$ cat src/rtl/register_file_multiport_pkg.sv
// Shared constants and the byte-lane merge used by both the write path and the read bypass.
package regfile_pkg;

    localparam int unsigned DEF_DATA_WIDTH = 32;
    localparam int unsigned DEF_ADDR_WIDTH = 5;
    localparam int unsigned DEF_READ_PORTS = 2;
    localparam int unsigned BYTES          = DEF_DATA_WIDTH / 8;
    localparam int unsigned MAX_DATA_WIDTH = 256;
    localparam int unsigned MAX_BYTES      = MAX_DATA_WIDTH / 8;

    // Lanes with en=1 take new_v, the rest keep old_v; callers zero-extend to MAX width.
    function automatic logic [MAX_DATA_WIDTH-1:0] byte_merge(
        input logic [MAX_DATA_WIDTH-1:0] old_v,
        input logic [MAX_DATA_WIDTH-1:0] new_v,
        input logic [MAX_BYTES-1:0]      en
    );
        logic [MAX_DATA_WIDTH-1:0] res;
        res = old_v;
        for (int unsigned b = 0; b < MAX_BYTES; b++) begin
            if (en[b]) res[b*8 +: 8] = new_v[b*8 +: 8];
        end
        return res;
    endfunction

endpackage

$ cat src/rtl/register_file_multiport_if.sv
// Decode/writeback bus of the multiport register file.
interface register_file_multiport_if
    import regfile_pkg::*;
#(
    parameter int unsigned DATA_WIDTH = DEF_DATA_WIDTH,
    parameter int unsigned ADDR_WIDTH = DEF_ADDR_WIDTH,
    parameter int unsigned READ_PORTS = DEF_READ_PORTS
) ();
    localparam int unsigned LANES = DATA_WIDTH / 8;

    logic [READ_PORTS*ADDR_WIDTH-1:0] read_index;
    logic [READ_PORTS*DATA_WIDTH-1:0] read_data;
    logic [READ_PORTS-1:0]            read_pending;
    logic                             wa_enable;
    logic [ADDR_WIDTH-1:0]            wa_reg;
    logic [DATA_WIDTH-1:0]            wa_data;
    logic [LANES-1:0]                 wa_byte_en;
    logic                             wb_enable;
    logic [ADDR_WIDTH-1:0]            wb_reg;
    logic [DATA_WIDTH-1:0]            wb_data;
    logic [LANES-1:0]                 wb_byte_en;
    logic                             pend_set;
    logic [ADDR_WIDTH-1:0]            pend_reg;
    logic [DATA_WIDTH-1:0]            debug_reg;

    modport master (
        output read_index, wa_enable, wa_reg, wa_data, wa_byte_en,
               wb_enable, wb_reg, wb_data, wb_byte_en, pend_set, pend_reg,
        input  read_data, read_pending, debug_reg
    );

    modport slave (
        input  read_index, wa_enable, wa_reg, wa_data, wa_byte_en,
               wb_enable, wb_reg, wb_data, wb_byte_en, pend_set, pend_reg,
        output read_data, read_pending, debug_reg
    );
endinterface

$ cat src/rtl/register_file_multiport_scoreboard.sv
// Per-register "load outstanding" bits; a new load issued in the clearing cycle wins.
module regfile_scoreboard #(
    parameter int unsigned ADDR_WIDTH = 5,
    parameter int unsigned READ_PORTS = 2
) (
    input  logic                             clk,
    input  logic                             reset,
    input  logic                             pend_set,
    input  logic [ADDR_WIDTH-1:0]            pend_reg,
    input  logic                             clr_en,
    input  logic [ADDR_WIDTH-1:0]            clr_reg,
    input  logic [READ_PORTS*ADDR_WIDTH-1:0] read_index,
    output logic [READ_PORTS-1:0]            read_pending_c
);
    localparam int unsigned DEPTH = 2 ** ADDR_WIDTH;

    logic [DEPTH-1:0] pend_q;
    logic [DEPTH-1:0] pend_d;

    always_comb begin
        pend_d = pend_q;
        if (clr_en) pend_d[clr_reg] = 1'b0;
        if (pend_set) pend_d[pend_reg] = 1'b1;
        pend_d[0] = 1'b0;
    end

    always_ff @(posedge clk) begin
        if (reset) pend_q <= '0;
        else       pend_q <= pend_d;
    end

    // A writeback landing this cycle hides the bit so decode can proceed on bypassed data.
    for (genvar p = 0; p < READ_PORTS; p++) begin : g_lookup
        logic [ADDR_WIDTH-1:0] idx;
        assign idx = read_index[p*ADDR_WIDTH +: ADDR_WIDTH];
        assign read_pending_c[p] = pend_q[idx] & ~(clr_en && (clr_reg == idx) && (idx != '0));
    end
endmodule

$ cat src/rtl/register_file_multiport.sv
// Register file with two byte-enabled write ports, bypassed read ports and a load scoreboard.
module register_file_multiport
    import regfile_pkg::*;
#(
    parameter int unsigned DATA_WIDTH  = DEF_DATA_WIDTH,
    parameter int unsigned ADDR_WIDTH  = DEF_ADDR_WIDTH,
    parameter int unsigned READ_PORTS  = DEF_READ_PORTS,
    parameter int unsigned DEBUG_INDEX = 2
) (
    input  logic                     clk,
    input  logic                     reset,
    register_file_multiport_if.slave bus
);
    localparam int unsigned DEPTH = 2 ** ADDR_WIDTH;
    localparam int unsigned LANES = DATA_WIDTH / 8;

    logic [DATA_WIDTH-1:0] regs_q [DEPTH];
    logic [DATA_WIDTH-1:0] regs_d [DEPTH];

    // Apply this cycle's port B then port A lanes to old_v, so A wins on shared lanes.
    function automatic logic [DATA_WIDTH-1:0] merged_word(
        input logic [DATA_WIDTH-1:0] old_v,
        input logic [ADDR_WIDTH-1:0] idx
    );
        logic [LANES-1:0]      a_en;
        logic [LANES-1:0]      b_en;
        logic [DATA_WIDTH-1:0] w;
        a_en = (bus.wa_enable && (bus.wa_reg == idx) && (idx != '0)) ? bus.wa_byte_en : '0;
        b_en = (bus.wb_enable && (bus.wb_reg == idx) && (idx != '0)) ? bus.wb_byte_en : '0;
        w = DATA_WIDTH'(byte_merge(MAX_DATA_WIDTH'(old_v), MAX_DATA_WIDTH'(bus.wb_data),
                                   MAX_BYTES'(b_en)));
        w = DATA_WIDTH'(byte_merge(MAX_DATA_WIDTH'(w), MAX_DATA_WIDTH'(bus.wa_data),
                                   MAX_BYTES'(a_en)));
        return w;
    endfunction

    always_comb begin
        for (int unsigned i = 0; i < DEPTH; i++) begin
            regs_d[i] = merged_word(regs_q[i], ADDR_WIDTH'(i));
        end
    end

    always_ff @(posedge clk) begin
        for (int unsigned i = 0; i < DEPTH; i++) begin
            if (reset) regs_q[i] <= '0;
            else       regs_q[i] <= regs_d[i];
        end
    end

    for (genvar p = 0; p < READ_PORTS; p++) begin : g_read
        logic [ADDR_WIDTH-1:0] idx;
        assign idx = bus.read_index[p*ADDR_WIDTH +: ADDR_WIDTH];
        assign bus.read_data[p*DATA_WIDTH +: DATA_WIDTH] =
            reset ? regs_q[idx] : merged_word(regs_q[idx], idx);
    end

    assign bus.debug_reg = regs_q[ADDR_WIDTH'(DEBUG_INDEX)];

    regfile_scoreboard #(
        .ADDR_WIDTH (ADDR_WIDTH),
        .READ_PORTS (READ_PORTS)
    ) u_scoreboard (
        .clk            (clk),
        .reset          (reset),
        .pend_set       (bus.pend_set),
        .pend_reg       (bus.pend_reg),
        .clr_en         (bus.wb_enable),
        .clr_reg        (bus.wb_reg),
        .read_index     (bus.read_index),
        .read_pending_c (bus.read_pending)
    );
endmodule
$ cat src/flat_wrapper.sv
// flat-port wrapper written by rule: the top's interface ports become plain ports
module register_file_multiport_flat import regfile_pkg::*;
#(
    parameter int unsigned DATA_WIDTH  = DEF_DATA_WIDTH,
    parameter int unsigned ADDR_WIDTH  = DEF_ADDR_WIDTH,
    parameter int unsigned READ_PORTS  = DEF_READ_PORTS,
    parameter int unsigned DEBUG_INDEX = 2
)
  (clk, reset, bus_read_index, bus_wa_enable, bus_wa_reg, bus_wa_data, bus_wa_byte_en, bus_wb_enable, bus_wb_reg, bus_wb_data, bus_wb_byte_en, bus_pend_set, bus_pend_reg, bus_read_data, bus_read_pending, bus_debug_reg);
  register_file_multiport_if #(.DATA_WIDTH(DATA_WIDTH), .ADDR_WIDTH(ADDR_WIDTH), .READ_PORTS(READ_PORTS)) bus_i ();
  input  logic clk;
  input  logic reset;
  input wire logic [$bits(bus_i.read_index)-1:0] bus_read_index;
  input wire logic [$bits(bus_i.wa_enable)-1:0] bus_wa_enable;
  input wire logic [$bits(bus_i.wa_reg)-1:0] bus_wa_reg;
  input wire logic [$bits(bus_i.wa_data)-1:0] bus_wa_data;
  input wire logic [$bits(bus_i.wa_byte_en)-1:0] bus_wa_byte_en;
  input wire logic [$bits(bus_i.wb_enable)-1:0] bus_wb_enable;
  input wire logic [$bits(bus_i.wb_reg)-1:0] bus_wb_reg;
  input wire logic [$bits(bus_i.wb_data)-1:0] bus_wb_data;
  input wire logic [$bits(bus_i.wb_byte_en)-1:0] bus_wb_byte_en;
  input wire logic [$bits(bus_i.pend_set)-1:0] bus_pend_set;
  input wire logic [$bits(bus_i.pend_reg)-1:0] bus_pend_reg;
  output wire logic [$bits(bus_i.read_data)-1:0] bus_read_data;
  output wire logic [$bits(bus_i.read_pending)-1:0] bus_read_pending;
  output wire logic [$bits(bus_i.debug_reg)-1:0] bus_debug_reg;
  assign bus_i.read_index = bus_read_index;
  assign bus_i.wa_enable = bus_wa_enable;
  assign bus_i.wa_reg = bus_wa_reg;
  assign bus_i.wa_data = bus_wa_data;
  assign bus_i.wa_byte_en = bus_wa_byte_en;
  assign bus_i.wb_enable = bus_wb_enable;
  assign bus_i.wb_reg = bus_wb_reg;
  assign bus_i.wb_data = bus_wb_data;
  assign bus_i.wb_byte_en = bus_wb_byte_en;
  assign bus_i.pend_set = bus_pend_set;
  assign bus_i.pend_reg = bus_pend_reg;
  assign bus_read_data = bus_i.read_data;
  assign bus_read_pending = bus_i.read_pending;
  assign bus_debug_reg = bus_i.debug_reg;
  register_file_multiport #(.DATA_WIDTH(DATA_WIDTH), .ADDR_WIDTH(ADDR_WIDTH), .READ_PORTS(READ_PORTS), .DEBUG_INDEX(DEBUG_INDEX)) u_core (.clk(clk), .reset(reset), .bus(bus_i));
endmodule
$ cat config.mk
export PLATFORM = sky130hd
export DESIGN_NAME = register_file_multiport_flat
export DESIGN_NICKNAME = d
export VERILOG_FILES = /design/src/rtl/register_file_multiport_pkg.sv /design/src/rtl/register_file_multiport_if.sv /design/src/rtl/register_file_multiport_scoreboard.sv /design/src/rtl/register_file_multiport.sv /design/src/flat_wrapper.sv
export SDC_FILE = /design/constraint.sdc
export NUM_CORES = 2
export LEC_CHECK = 0
export CAP_MARGIN = 20
export CORE_MARGIN = 10
export CORE_UTILIZATION = 40
export CTS_CLUSTER_SIZE = 30
export DETAILED_ROUTE_END_ITERATION = 8
export SYNTH_ARGS = -nofsm -noshare
export SYNTH_HDL_FRONTEND = slang
export SYNTH_HIERARCHICAL = 1
export SYNTH_SLANG_ARGS = --single-unit
$ cat constraint.sdc
create_clock -name clk -period 4.7 [get_ports clk]
set_input_delay 1.175 -clock clk [delete_from_list [all_inputs] [get_ports clk]]
set_output_delay 1.175 -clock clk [all_outputs]
set_load 0.1 [all_outputs]
Yosys cells after proc, flatten, opt, wreduce, memory -nomap -nowiden
Memory sizes are Yosys's and may differ from the RTL's.
Index checks and enable logic that the tools add are counted.

operators by class
  add/sub/neg operators = 0
  reductions and logical operators = 199
  divide/modulo/power cells = 0
  equal/unequal tests = 191
  order comparisons = 6
  multiply operators = 0
  shift-type cells = 0
  muxes and demuxes = 470
  bitwise operators = 132

operators by type and width
  cell                count
  $mux 8              388
  $mux 4              66
  $reduce_and 2->1    125
  $ne 2x2->1 const B  124
  $eq 5x5->1 const B  32
  $mux 32             5
  $or 1x1->1          125
  $eq 5x4->1 const B  16
  $logic_and 1x1->1   72
  $eq 5x3->1 const B  8
  $and 32x32->32      1
  $not 32->32         1
  $or 32x32->32       1
  $lt 5x6->1 const B  4
  $eq 5x2->1 const B  4
  $eq 5x5->1          4
  $bmux 1 s5          2
  $demux 1 s5         2
  $eq 5x1->1 const B  2
  $ge 5x1->1 const B  2
  $reduce_bool 5->1   2
  $mux 1              7
  $and 1x1->1         2
  $not 1->1           2
  $ne 0x0->1          1

word-level totals
  bits in writable memories = 1024
  output and inout port bits = 98
  register bits = 32
  input port bits = 102
  memory bits (read-only) = 0
  memories kept = 1
  bits in latches = 0

memories
  memory         words  width  read ports  clocked after Yosys merged registers in  wr ports  line                           RTL
  u_core.regs_q  32     32     3           0                                        32        register_file_multiport.sv:17  logic [DATA_WIDTH-1:0] regs_q [DEPTH];

Longest topological paths before layout
  depth in word-level cells = 9
  mapped depth = 10
  depth with buffers taken out = 5

Cells and area by module
The synthesis kept the hierarchy.

by module, submodules not included
  module                   cells each  instances  area an instance (um^2)  seq. area each (um^2)
  register_file_multiport  6812        1          67562.3                  29468.3
  regfile_scoreboard       239         1          2006.9                   620.6

Worst setup path after synthesis
OpenSTA, ideal clock, no wires.

  path type = input -> output
  from = in bus_read_index[0]
  to = out bus_read_data[24]
  stages on the path = 10
  buffers on the path = 6
  setup slack = -547 ps
  data arrival time = 4072 ps
  required time = 3525 ps
  cells stage by stage = buf_6 buf_6 buf_8 buf_4 buf_4 buf_4 a22oi_1 o221ai_1 a31oi_1 o22ai_1

on the way
  longest elaborated chain between the ends = 7
  elaborated cells between the ends (all ways) = 13
  those cells by class = eq/ne (2); mux (5); reduce/logical (5); memory (1)

ends and longest elaborated chain
  element                                                line                           RTL
  start, declared                                        flat_wrapper.sv:13             input wire logic [$bits(bus_i.read_index)-1:0] bus_read_index;
  branches (longest 6 deep; another with $mem_v2 32x32)  n/a
  $mux 32 *                                              register_file_multiport.sv:54  reset ? regs_q[idx] : merged_word(regs_q[idx], idx);
  end, declared                                          flat_wrapper.sv:24             output wire logic [$bits(bus_i.read_data)-1:0] bus_read_data;

Every way passes the cells marked *.

Worst setup path after layout
  from = in bus_read_index[2]
  to = out bus_read_data[19]

The elaborated chain is that of the path after synthesis.

==> qor.json <==
{
  "synth_nets": 7153,
  "instances_no_fill": 9643,
  "critical_path.reg2reg.startpoint": "u_core/regs_q[2][15]",
  "clock_path_buffers": 3,
  "power_frac_seq_pct": 42.4,
  "tritoncts": "built",
  "routed_wire_length_per_instance_um": 32.0,
  "numCtsBuffers": 116,
  "switching_power_total_mw": 7.89,
  "path_cells": "buf_8 -> buf_12 -> buf_4 -> mux2i_1 -> a22oi_1 -> nand2_1 -> o21ai_1 -> o32a_1 -> buf_12",
  "fillCellCount": 15900,
  "combPwrFrac_pct": 21.4,
  "drt-pass1-iter-count": 9,
  "worst-endpoint-required_ns": 3.52,
  "area_of_the_multi_input_gates_sq_um": 36100,
  "rsz0062_at_grt": "true",
  "yosysSeqAreaShare_pct": 43.3,
  "period_minus_slack_ns": 4.77,
  "hold_viol": 0,
  "die_y_um": 437,
  "max_slew.worst_pin.slew_ns": 1.12,
  "hold-path-cell-count": 2,
  "p_int_mw": 17.6,
  "via_count": 63700,
  "timing_worst_setup_path_type": "input port to output port",
  "gp_congestion": 0.989,
  "dp_slack_ns": -0.201,
  "drive_above_1_share_pct": 22.9,
  "power_density_nw_per_um2": 308,
  "antenna_left": 0,
  "maxCapViolCount": 0,
  "synth-async-reset-ratio_pct": 0,
  "timing.critical_path.buf_inv": 4,
  "synthToLayoutAreaGrowth_pct": 18.7,
  "maxClockFrequency_mhz": 210,
  "critPathSlowestCell": "o21ai_1",
  "max_slew_margin_pct": 25.2,
  "synth_cell_types": 67,
  "ios": 200,
  "regToRegEndpoint": "u_core/regs_q[2][15]",
  "initial_core_util_pct": 40.1,
  "full_die_area_sq_um": 191000,
  "cpPeakStageDelay_ns": 0.55,
  "cp_common_cell": "buf_12",
  "grt_pass1_vias": 60200,
  "grt_first_pass_wirelength_um": 435000,
  "syn_avg_cell_area_sq_um": 9.87,
  "ctsHtreeMaxLevel": 3,
  "worst_setup_path_start_kind": "input port",
  "drt-vias-per-instance": 6.60,
  "main_flop_type_after_synthesis": "edfxtp_1",
  "worst_setup_path_end_kind": "output port",
  "synth_enable_flop_cells": 960,
  "failed_checks": "setup timing",
  "remaining_drc_errors": 0,
  "yosys.area.top_type_share_pct": 41.4,
  "hold_path.startpoint": "u_core/u_scoreboard/pend_q[16]",
  "grt_start_max_net_pins": 199,
  "post-synth-top-count-cell": "nand2_1",
  "synth.top_cells.by_count": "nand2_1 (1,091), edfxtp_1 (960), a21oi_1 (819), nand3_1 (728), clkbuf_1 (607)",
  "die-width_um": 437,
  "worst_skew_pair.late_latency_ns": 0.76,
  "cell_area_after_synthesis_sq_um": 69600,
  "cts.sink_count": 1023,
  "dpl.hpwl_um": 219000,
  "holdWs_ns": 0.488,
  "clock_skew_ns": 0,
  "hold_path.class": "flip-flop to flip-flop",
  "ys_seq_elements": 1023,
  "worst-r2r-setup-slack_ns": 3.71,
  "total_power_consumption_mw": 25.5,
  "reg2regPathDepth": 2,
  "root_buffer": "clkbuf_16",
  "std_cell_rows": 153,
  "antenna_found_initial": 12,
  "place_inst": 9394,
  "holdPathEnd": "u_core/u_scoreboard/pend_q[16]",
  "finish.instance_area_sq_um": 82600,
  "finalMaxSlewViolations": 0,
  "core_area_sq_um": 173000,
  "ff_latch_area_sq_um": 30100,
  "io_buf_count": 199,
  "setup-violations-final": 6,
  "first_iter_violations": 10200,
  "final_core_utilization_pct": 47.6,
  "outcome": "complete, but fails checks",
  "cp_max_fo": 16,
  "vdd_ir_drop_max_mv": 0.316,
  "final_period_util_pct": 102,
  "post_route_setup_tns_ns": -0.166,
  "wire_length_reported_by_the_detailed_router_um": 309000,
  "num-nets-final": 7310,
  "netSwitchingFraction_pct": 31.0,
  "overflow": 0,
  "critical-path-top-delay-family": "compound AO/OA/AOI/OAI gates",
  "power.static_leakage_nw": 31.4,
  "clock_power_share_pct": 36.3,
  "clkTransAtPathRegs_ns": 0.06,
  "ys.warnings.count": 6,
  "place_area_sq_um": 78200,
  "timing.final.ws_setup_ns": -0.0709,
  "synth_top_cell_by_area": "edfxtp_1",
  "globalRouteTotalUtil_pct": 30.7,
  "synthesis.instances": 7051,
  "synth_top_cells_by_area": "edfxtp_1 (41%), mux4_2 (9.5%), mux2i_1 (7.9%)",
  "crit_arrival_ns": 3.60
}
## cells by family (layout without fill, tap and decap cells)
| family | after synthesis | count (layout) | share of synthesized area [%] |
|---|---|---|---|
| compound gates | 1520 | 1520 | 13.5 |
| mux | 1027 | 1027 | 20.6 |
| simple gates | 2521 | 2522 | 16.5 |
| buf+inv | 932 | 1192 | 5.77 |
| other cells | 0 | 6 | 0 |
| xor+xnor | 28 | 28 | 0.417 |
| flops | 1023 | 1023 | 43.3 |
## final cells by class
class	instances	area share, %
multi-input combinational	5097	43.7
clock inverter	76	0.776
antenna	6	0.0182
timing repair buffer	930	11.6
sequential	1023	36.4
inverter	40	0.185
clock buffer	146	3.77
tap	2325	3.52
## worst max path at each step
| stage | from | slack (ns) | cells after the start | endpoint |
|---|---|---|---|---|
| detailed placement | bus_wa_reg[0] | -0.20 | 10 | bus_read_data[30] |
| floorplan | bus_wa_reg[4] | 0.09 | 7 | bus_read_data[25] |
| CTS | bus_read_index[0] | 0.002 | 9 | bus_read_data[7] |
| global placement | bus_wa_reg[0] | -0.25 | 10 | bus_read_data[30] |
| global route | bus_wa_reg[3] | -0.05 | 10 | bus_read_data[30] |
| finish | bus_read_index[2] | -0.07 | 9 | bus_read_data[19] |
## power by group through the flow
stage / registers [mW] / logic, mW / clock network (mW)
after floorplan: 10.8 / 3.03 / 0
after global routing: 10.8 / 5.56 / 9.61
after detailed placement: 10.9 / 5.22 / 0
after global placement: 10.9 / 5.19 / 0
after CTS: 10.8 / 5.26 / 9.25
final: 10.8 / 5.43 / 9.23
## worst reg2reg max path: stages (launching register included)
cell	delay (ns)
dfxtp_1	0.55
mux2i_1	0.13
a211oi_1	0.23
## state kept, by name (all words and copies together) (netlist names)
signal,cells
u_core/regs_q,992
u_core/u_scoreboard/pend_q,31
## per-layer routing
layer | GRT usage (%) | routed length, um
met5 | 0 | 65
met4 | 18.5 | 21600
met3 | 8.98 | 41100
met2 | 46.4 | 135000
met1 | 38.9 | 111000
## placed cells by master (no fill, tap or decap), types with 13 or more instances in the layout
cell             instances
nand2_1               1087
edfxtp_1               960
a21oi_1                819
nand3_1                728
buf_4                  618
mux2i_1                545
a22oi_1                307
nor2_1                 301
mux4_2                 294
mux2_2                 174
buf_12                 158
clkbuf_16              120
clkdlybuf4s50_1        110
or2_2                   89
o221ai_1                83
a31oi_1                 69
dfxtp_1                 63
and3_1                  55
o21ai_1                 54
nor4_1                  54
o32a_1                  51
inv_1                   39
o21ai_0                 38
a211oi_1                35
nor2_4                  29
clkinv_2                27
clkinv_1                27
clkbuf_1                24
buf_6                   20
or2_0                   19
nor3_1                  16
or2_1                   13
## repair_timing
| action | CTS | global route |
|---|---|---|
| resized for setup | 28 | 48 |
| setup endpoints to repair | 59 | 55 |
| hold buffers | 0 | 0 |
| gates cloned | 2 | 1 |
| pin swaps | 19 | 27 |
| setup buffers | 6 | 14 |
(Power assumes the default switching activity.)
